## config.mk

```make
export PLATFORM = sky130hd
export DESIGN_NAME = midi_transmitter
export DESIGN_NICKNAME = d
export VERILOG_FILES = /design/src/rtl/midi_transmitter.sv
export SDC_FILE = /design/constraint.sdc
export NUM_CORES = 1
export LEC_CHECK = 0
export BUFFER_PORTS_ARGS = -buffer_cell sky130_fd_sc_hd__buf_2
export CAP_MARGIN = 40
export CELL_PAD_IN_SITES_DETAIL_PLACEMENT = 0
export CELL_PAD_IN_SITES_GLOBAL_PLACEMENT = 1
export CORE_MARGIN = 1
export CORE_UTILIZATION = 35
export DETAILED_ROUTE_END_ITERATION = 12
export PLACE_DENSITY_LB_ADDON = 0.12
export REMOVE_ABC_BUFFERS = 1
export SLEW_MARGIN = 20
export SYNTH_ARGS = -nofsm -noshare
export SYNTH_HDL_FRONTEND = slang
export SYNTH_SLANG_ARGS = --single-unit
```

## constraint.sdc

```tcl
create_clock -name clk -period 7.7 [get_ports clk]
set_clock_uncertainty 0.2 [all_clocks]
set_input_delay 1.155 -clock clk [delete_from_list [all_inputs] [get_ports clk]]
set_output_delay 1.155 -clock clk [all_outputs]
set_load 0.05 [all_outputs]
```

## src/rtl/midi_transmitter.sv

```systemverilog
// midi_transmitter: FIFO-fed 31.25 kbaud MIDI serializer (8N1, line idles high).
// Define MIDI_TX_RUNNING_STATUS_EN to drop repeated channel-status bytes.
module midi_transmitter #(
  parameter int CLKS_PER_BIT = 128,
  parameter int FIFO_DEPTH   = 4
) (
  input  logic       clk,
  input  logic       rst,
  input  logic [7:0] tx_data,
  input  logic       tx_valid,
  output logic       tx_ready,
  output logic       midi_out,
  output logic       busy
);
  localparam int AW = $clog2(FIFO_DEPTH);
  localparam int TW = $clog2(CLKS_PER_BIT);
  typedef enum logic [1:0] {IDLE, START, DATA, STOP} state_t;
  state_t          state_q;
  logic [TW-1:0]   timer_q;
  logic [2:0]      bit_q;
  logic [7:0]      shift_q;
  logic            midi_out_q;
  logic [7:0]      mem_q [FIFO_DEPTH];
  logic [AW-1:0]   wptr_q, rptr_q;
  logic [AW:0]     count_q, count_d;
  logic            full, push, pop, skip, send, last_tick;
  logic [7:0]      head;
  assign full      = count_q == (AW+1)'(FIFO_DEPTH);
  assign push      = tx_valid && !full;
  assign head      = mem_q[rptr_q];
  assign last_tick = timer_q == TW'(CLKS_PER_BIT - 1);
  // The FIFO is only read in IDLE or on the final clock of a stop bit.
  assign pop       = (count_q != '0) && (state_q == IDLE || (state_q == STOP && last_tick));
  assign send      = pop && !skip;
  assign count_d   = count_q + (AW+1)'(push) - (AW+1)'(pop);
  assign tx_ready  = !full;
  assign midi_out  = midi_out_q;
  assign busy      = state_q != IDLE || count_q != '0;
`ifdef MIDI_TX_RUNNING_STATUS_EN
  logic [7:0] rs_q;
  logic       rs_v_q;
  assign skip = pop && head >= 8'h80 && head <= 8'hEF && rs_v_q && head == rs_q;
  always_ff @(posedge clk or posedge rst) begin
    if (rst) begin
      rs_q   <= '0;
      rs_v_q <= 1'b0;
    end else if (send) begin
      if (head >= 8'h80 && head <= 8'hEF) begin
        rs_q   <= head;
        rs_v_q <= 1'b1;
      end else if (head >= 8'hF0 && head <= 8'hF7) begin
        rs_v_q <= 1'b0;
      end
    end
  end
`else
  assign skip = 1'b0;
`endif
  always_ff @(posedge clk) begin
    if (push) mem_q[wptr_q] <= tx_data;
  end
  always_ff @(posedge clk or posedge rst) begin
    if (rst) begin
      wptr_q  <= '0;
      rptr_q  <= '0;
      count_q <= '0;
    end else begin
      if (push) wptr_q <= wptr_q + 1'b1;
      if (pop) rptr_q <= rptr_q + 1'b1;
      count_q <= count_d;
    end
  end
  // The line register follows the current state, so it trails state changes by one clock.
  always_ff @(posedge clk or posedge rst) begin
    if (rst) begin
      state_q    <= IDLE;
      timer_q    <= '0;
      bit_q      <= '0;
      shift_q    <= '0;
      midi_out_q <= 1'b1;
    end else begin
      midi_out_q <= state_q == START ? 1'b0 : state_q == DATA ? shift_q[0] : 1'b1;
      case (state_q)
        IDLE: begin
          if (send) begin
            shift_q <= head;
            timer_q <= '0;
            state_q <= START;
          end
        end
        START: begin
          timer_q <= last_tick ? '0 : timer_q + 1'b1;
          if (last_tick) begin
            bit_q   <= '0;
            state_q <= DATA;
          end
        end
        DATA: begin
          timer_q <= last_tick ? '0 : timer_q + 1'b1;
          if (last_tick) begin
            shift_q <= shift_q >> 1;
            bit_q   <= bit_q + 1'b1;
            if (bit_q == 3'd7) state_q <= STOP;
          end
        end
        default: begin
          timer_q <= last_tick ? '0 : timer_q + 1'b1;
          if (last_tick) begin
            state_q <= send ? START : IDLE;
            if (send) shift_q <= head;
          end
        end
      endcase
    end
  end
endmodule

```

# Word-level counts from Yosys, hierarchy flattened
# Memories as Yosys holds them, arrays and structs flattened.
# Cells that the tools add are included.
# word_totals
ram_bits	32
out_inout_bits	3
register_bits	28
romBits	0
latch_bits	0
mem_count	1
# mem_list
memory	words	width	rd	rd_ports_with_merged_regs	wr	line	source
mem_q	4	8	1	0	1	23	logic [7:0] mem_q [FIFO_DEPTH];
# op_classes
n_div	0
n_reduce_logical	14
eq_ne	10
multipliers	0
shift	0
order_cmp	0
addsub	6
bitwise	1
n_mux	21
# op_table
operator	count
$mux 8	3
$pmux 8 s3	1
$mux 7	3
$mux 2	5
$add 7x1->7 const B	1
$eq 7x7->1 const B	1
$eq 3x3->1 const B	2
$mux 3	2
$ne 2x2->1 const B	3
$pmux 2 s3	1
$pmux 3 s2	1
$reduce_and 3->1	2
$reduce_bool 2->1	3
$mux 1	5
$reduce_and 5->1	1
$add 2x1->2 const B	2
$eq 2x2->1 const B	2
$add 3x1->3	1
$add 3x1->3 const B	1
$logic_and 1x1->1	3
$reduce_bool 3->1	1
$sub 3x1->3	1
$eq 2x1->1 const B	1
$logic_not 2->1	1
other kinds (4)	5

# Logic depth before layout (Yosys ltp)
# logic_depth
depth_word	7
ltp_mapped	10
mapped_depth_nobuf	9

# Worst setup path before layout
# No wires, ideal clock.
# synth_timing
kind	reg-to-output
start	register state_q[0]
end	output busy
path_slack_ns	4.749
path_buffers	0
path_stages_with_launch	5
t_arrival_ns	1.596
cell_sequence	dfrtp_1 inv_1 ha_1 nor4b_1 inv_1
# synth_between
elab_chain_len	2
# synth_rtl
item	line	source
start, declared	18	state_t state_q;
start signal, assigned	109	state_q <= send ? START : IDLE;
$reduce_bool 2->1	38	assign busy = state_q != IDLE || count_q != '0;
$logic_or 1x1->1	38	
end, declared	13	output logic busy
# Every way passes these cells.

# Worst setup path after layout
# Same ends and word-level chain as after synthesis.

==> flow_summary.toml <==
[pwr]
powerDensity_nw_per_um2 = 245
power_frac_comb_pct = 15.4
finalPower_w = 0.000759
worst_ir_drop_vdd_mv = 0.122
p_int_w = 0.000554
leakage_nw = 1.27
seq_power_share_pct = 54.6
p_switching_w = 0.000205
power_frac_clock_pct = 30.0
switching_share_pct = 27.0

[global_routing]
grt_overflow_total = 0
grt_max_degree = 18
track_usage_pct = 13.3
antenna_found_initial = 0
grt_pass1_vias = 1675
grt_first_pass_wirelength_um = 8250

[clock_tree]
clkSinkCount = 60
h-tree-depth = 3
cts_resized = 0
cts_setup_buffers = 0
cts_tree = "done"
clock_latency_ns = 0.33
cts_root_buffer = "clkbuf_8"
cts_buffers = 9
ctsLongestPathBuffers = 2
cts_hold_buf = 0
clk_pin_slew_worst_paths_ns = 0.06

[sta]
setup_ws_ns = 3.85
slew_headroom_pct = 48.2
period_needed_ns = 3.85
clock.fmax_mhz = 260
finalHoldViolations = 0
finalSetupViolCount = 0
fin_setup_tns_ns = 0
final_max_slew_viol_count = 0
post-route-period-util_pct = 50.0
worst_pin_slew_ns = 0.767
rsz0062_at_grt = "no"

[critical_path]
arrival_ns = 2.49
critPathMaxFanout = 17
cp-start-kind = "flip-flop"
rrSetupSlack_ns = 4.99
reg2regPathDepth = 5
crit_required_ns = 6.34
crit_type = "reg -> out"
cp-end-kind = "primary output"

[final_layout]
syn2layout_area_growth_pct = 11.2
num-fill-cells = 728
stdcell_count = 311
n_antenna_cell = 0
fin_nets = 230
drive_above_1_share_pct = 23.0
regArea_sq_um = 1660
utilization_pct = 40.2
multi_input_area_sq_um = 1030

[synthesis]
synth_commonest_cells = "edfxtp_1 (32), dfrtp_1 (27), mux2_2 (16)"
synthCells = 186
yosys_warnings = 0
syn_area_per_cell_sq_um = 15.0
synthTopCellsByArea = "edfxtp_1 (34%), dfrtp_1 (24%), mux2_2 (6.5%)"
yosysMostFrequentCell = "edfxtp_1"
yosysSeqAreaShare_pct = 59.6
ys.flop_type = "edfxtp_1"
synth_top_cell_by_area = "edfxtp_1"
synth_top_area_share_pct = 34.4
netlist_area_sq_um = 2790
synth_edf_count = 32
yosysUniqueCellTypes = 43
synthArstFlopShare_pct = 46.7
synth_seq_cells = 60

[place]
hpwl_um = 3480
place_ws_ns = 4.21
place.gp.congestion = 0.764
portBuffers = 13
dp_cells = 295

[route]
vias = 1593
ant_nets = 0
routed_wl_um = 4950
wl_per_cell_um = 15.9
dr.pass1.iters = 4
via_per_inst = 5.12
drc = 0
drt_iter0_drc = 131

[die]
coreArea_sq_um = 7730
rows = 32
ios = 14
die_h_um = 91.3
die_area_sq_um = 8330
die_w_um = 91.3
initial_core_util_pct = 36.1

[hold_path]
holdCritPathClass = "reg -> reg"
hold-path-cell-count = 2

[status]
status = "finished, final reports clean"

[job]
drv_cap = 0
-- metrics by stage --
step	cell area (sq um)	hold slack, ns
finish	3100	0.285
global route	3100	0.325
CTS	3100	0.292
detailed placement	2950	0.282
global placement	2930	0.278
floorplan	2740	0.259
-- placed cells by master, fill, tap and decap left out, drive strengths merged, types with 3 or more instances in the layout --
master	synthesis	layout
buf	1	14
xor2	3	3
dfrtp	27	27
mux4	8	8
nand3	5	5
inv	12	12
a21oi	5	5
nand2	4	4
o21ai	7	7
and3	5	5
a31oi	4	4
clkbuf	6	13
mux2	16	16
ha	14	14
edfxtp	32	32
nor2	8	8
-- sequential cells by signal, indices dropped and copies added (netlist names) --
name / cells
bit_q: 3
count_q: 3
mem_q: 32
midi_out: 1
rptr_q: 2
shift_q: 8
state_q: 2
timer_q: 7
wptr_q: 2
-- worst paths after layout --
kind / startpoint / end
worst max-delay path: state_q[0]$_DFFE_PP0P_ / busy
worst min-delay path: shift_q[0]$_DFFE_PP0P_ / midi_out$_DFF_PP1_
worst max register to register: state_q[0]$_DFFE_PP0P_ / shift_q[7]$_DFFE_PP0P_
worst min register to register: shift_q[0]$_DFFE_PP0P_ / midi_out$_DFF_PP1_
max in group asynchronous: rst / rptr_q[0]$_DFFE_PP0P_
min in group asynchronous: rst / shift_q[4]$_DFFE_PP0P_
-- layer usage --
metal | share of wire [%] | GRT usage (%) | vias to the layer above
met3 | 6.1 | 4.69 | 11
met1 | 44 | 17.1 | 803
met4 | 1.6 | 5.03 | 0
met5 | 0 | 0 | -
li1 | - | - | 734
met2 | 48 | 20.6 | 45
-- logic make-up (layout without fill, tap and decap cells) --
group	after synthesis	after routing	share of synthesized area, %
AO/OA/AOI/OAI	24	24	6.32
adder cells (fa/ha/maj)	15	15	7.00
flip-flops	60	60	59.6
multiplexers	26	26	14.4
buffers and inverters	19	42	3.36
XOR/XNOR	5	5	1.57
AND/OR/NAND/NOR	37	37	7.71
-- layout make-up --
type | instances | share of cell area (%)
clock inverters | 3 | 0.484
multi-input cells | 107 | 33.3
repair buffers | 14 | 2.58
well taps | 102 | 4.11
flip-flops and latches | 60 | 53.6
clock buffers | 13 | 4.48
inverters | 12 | 1.45
-- critical path, cell delays in order, from the launching register on --
cell,delay [ns]
dfrtp_1,0.43
inv_1,0.10
ha_1,0.48
nor4b_1,0.69
inv_1,0.19
buf_2,0.26
-- power by group through the flow --
stage | Combinational [W] | Sequential [W] | Clock, W
after floorplan | 0.0000863 | 0.000413 | 0
after global placement | 0.000112 | 0.000417 | 0
after detailed placement | 0.000120 | 0.000421 | 0
after CTS | 0.000121 | 0.000415 | 0.000234
after global routing | 0.000133 | 0.000419 | 0.000248
final | 0.000117 | 0.000414 | 0.000228
Power figures use the tool's default switching activity.
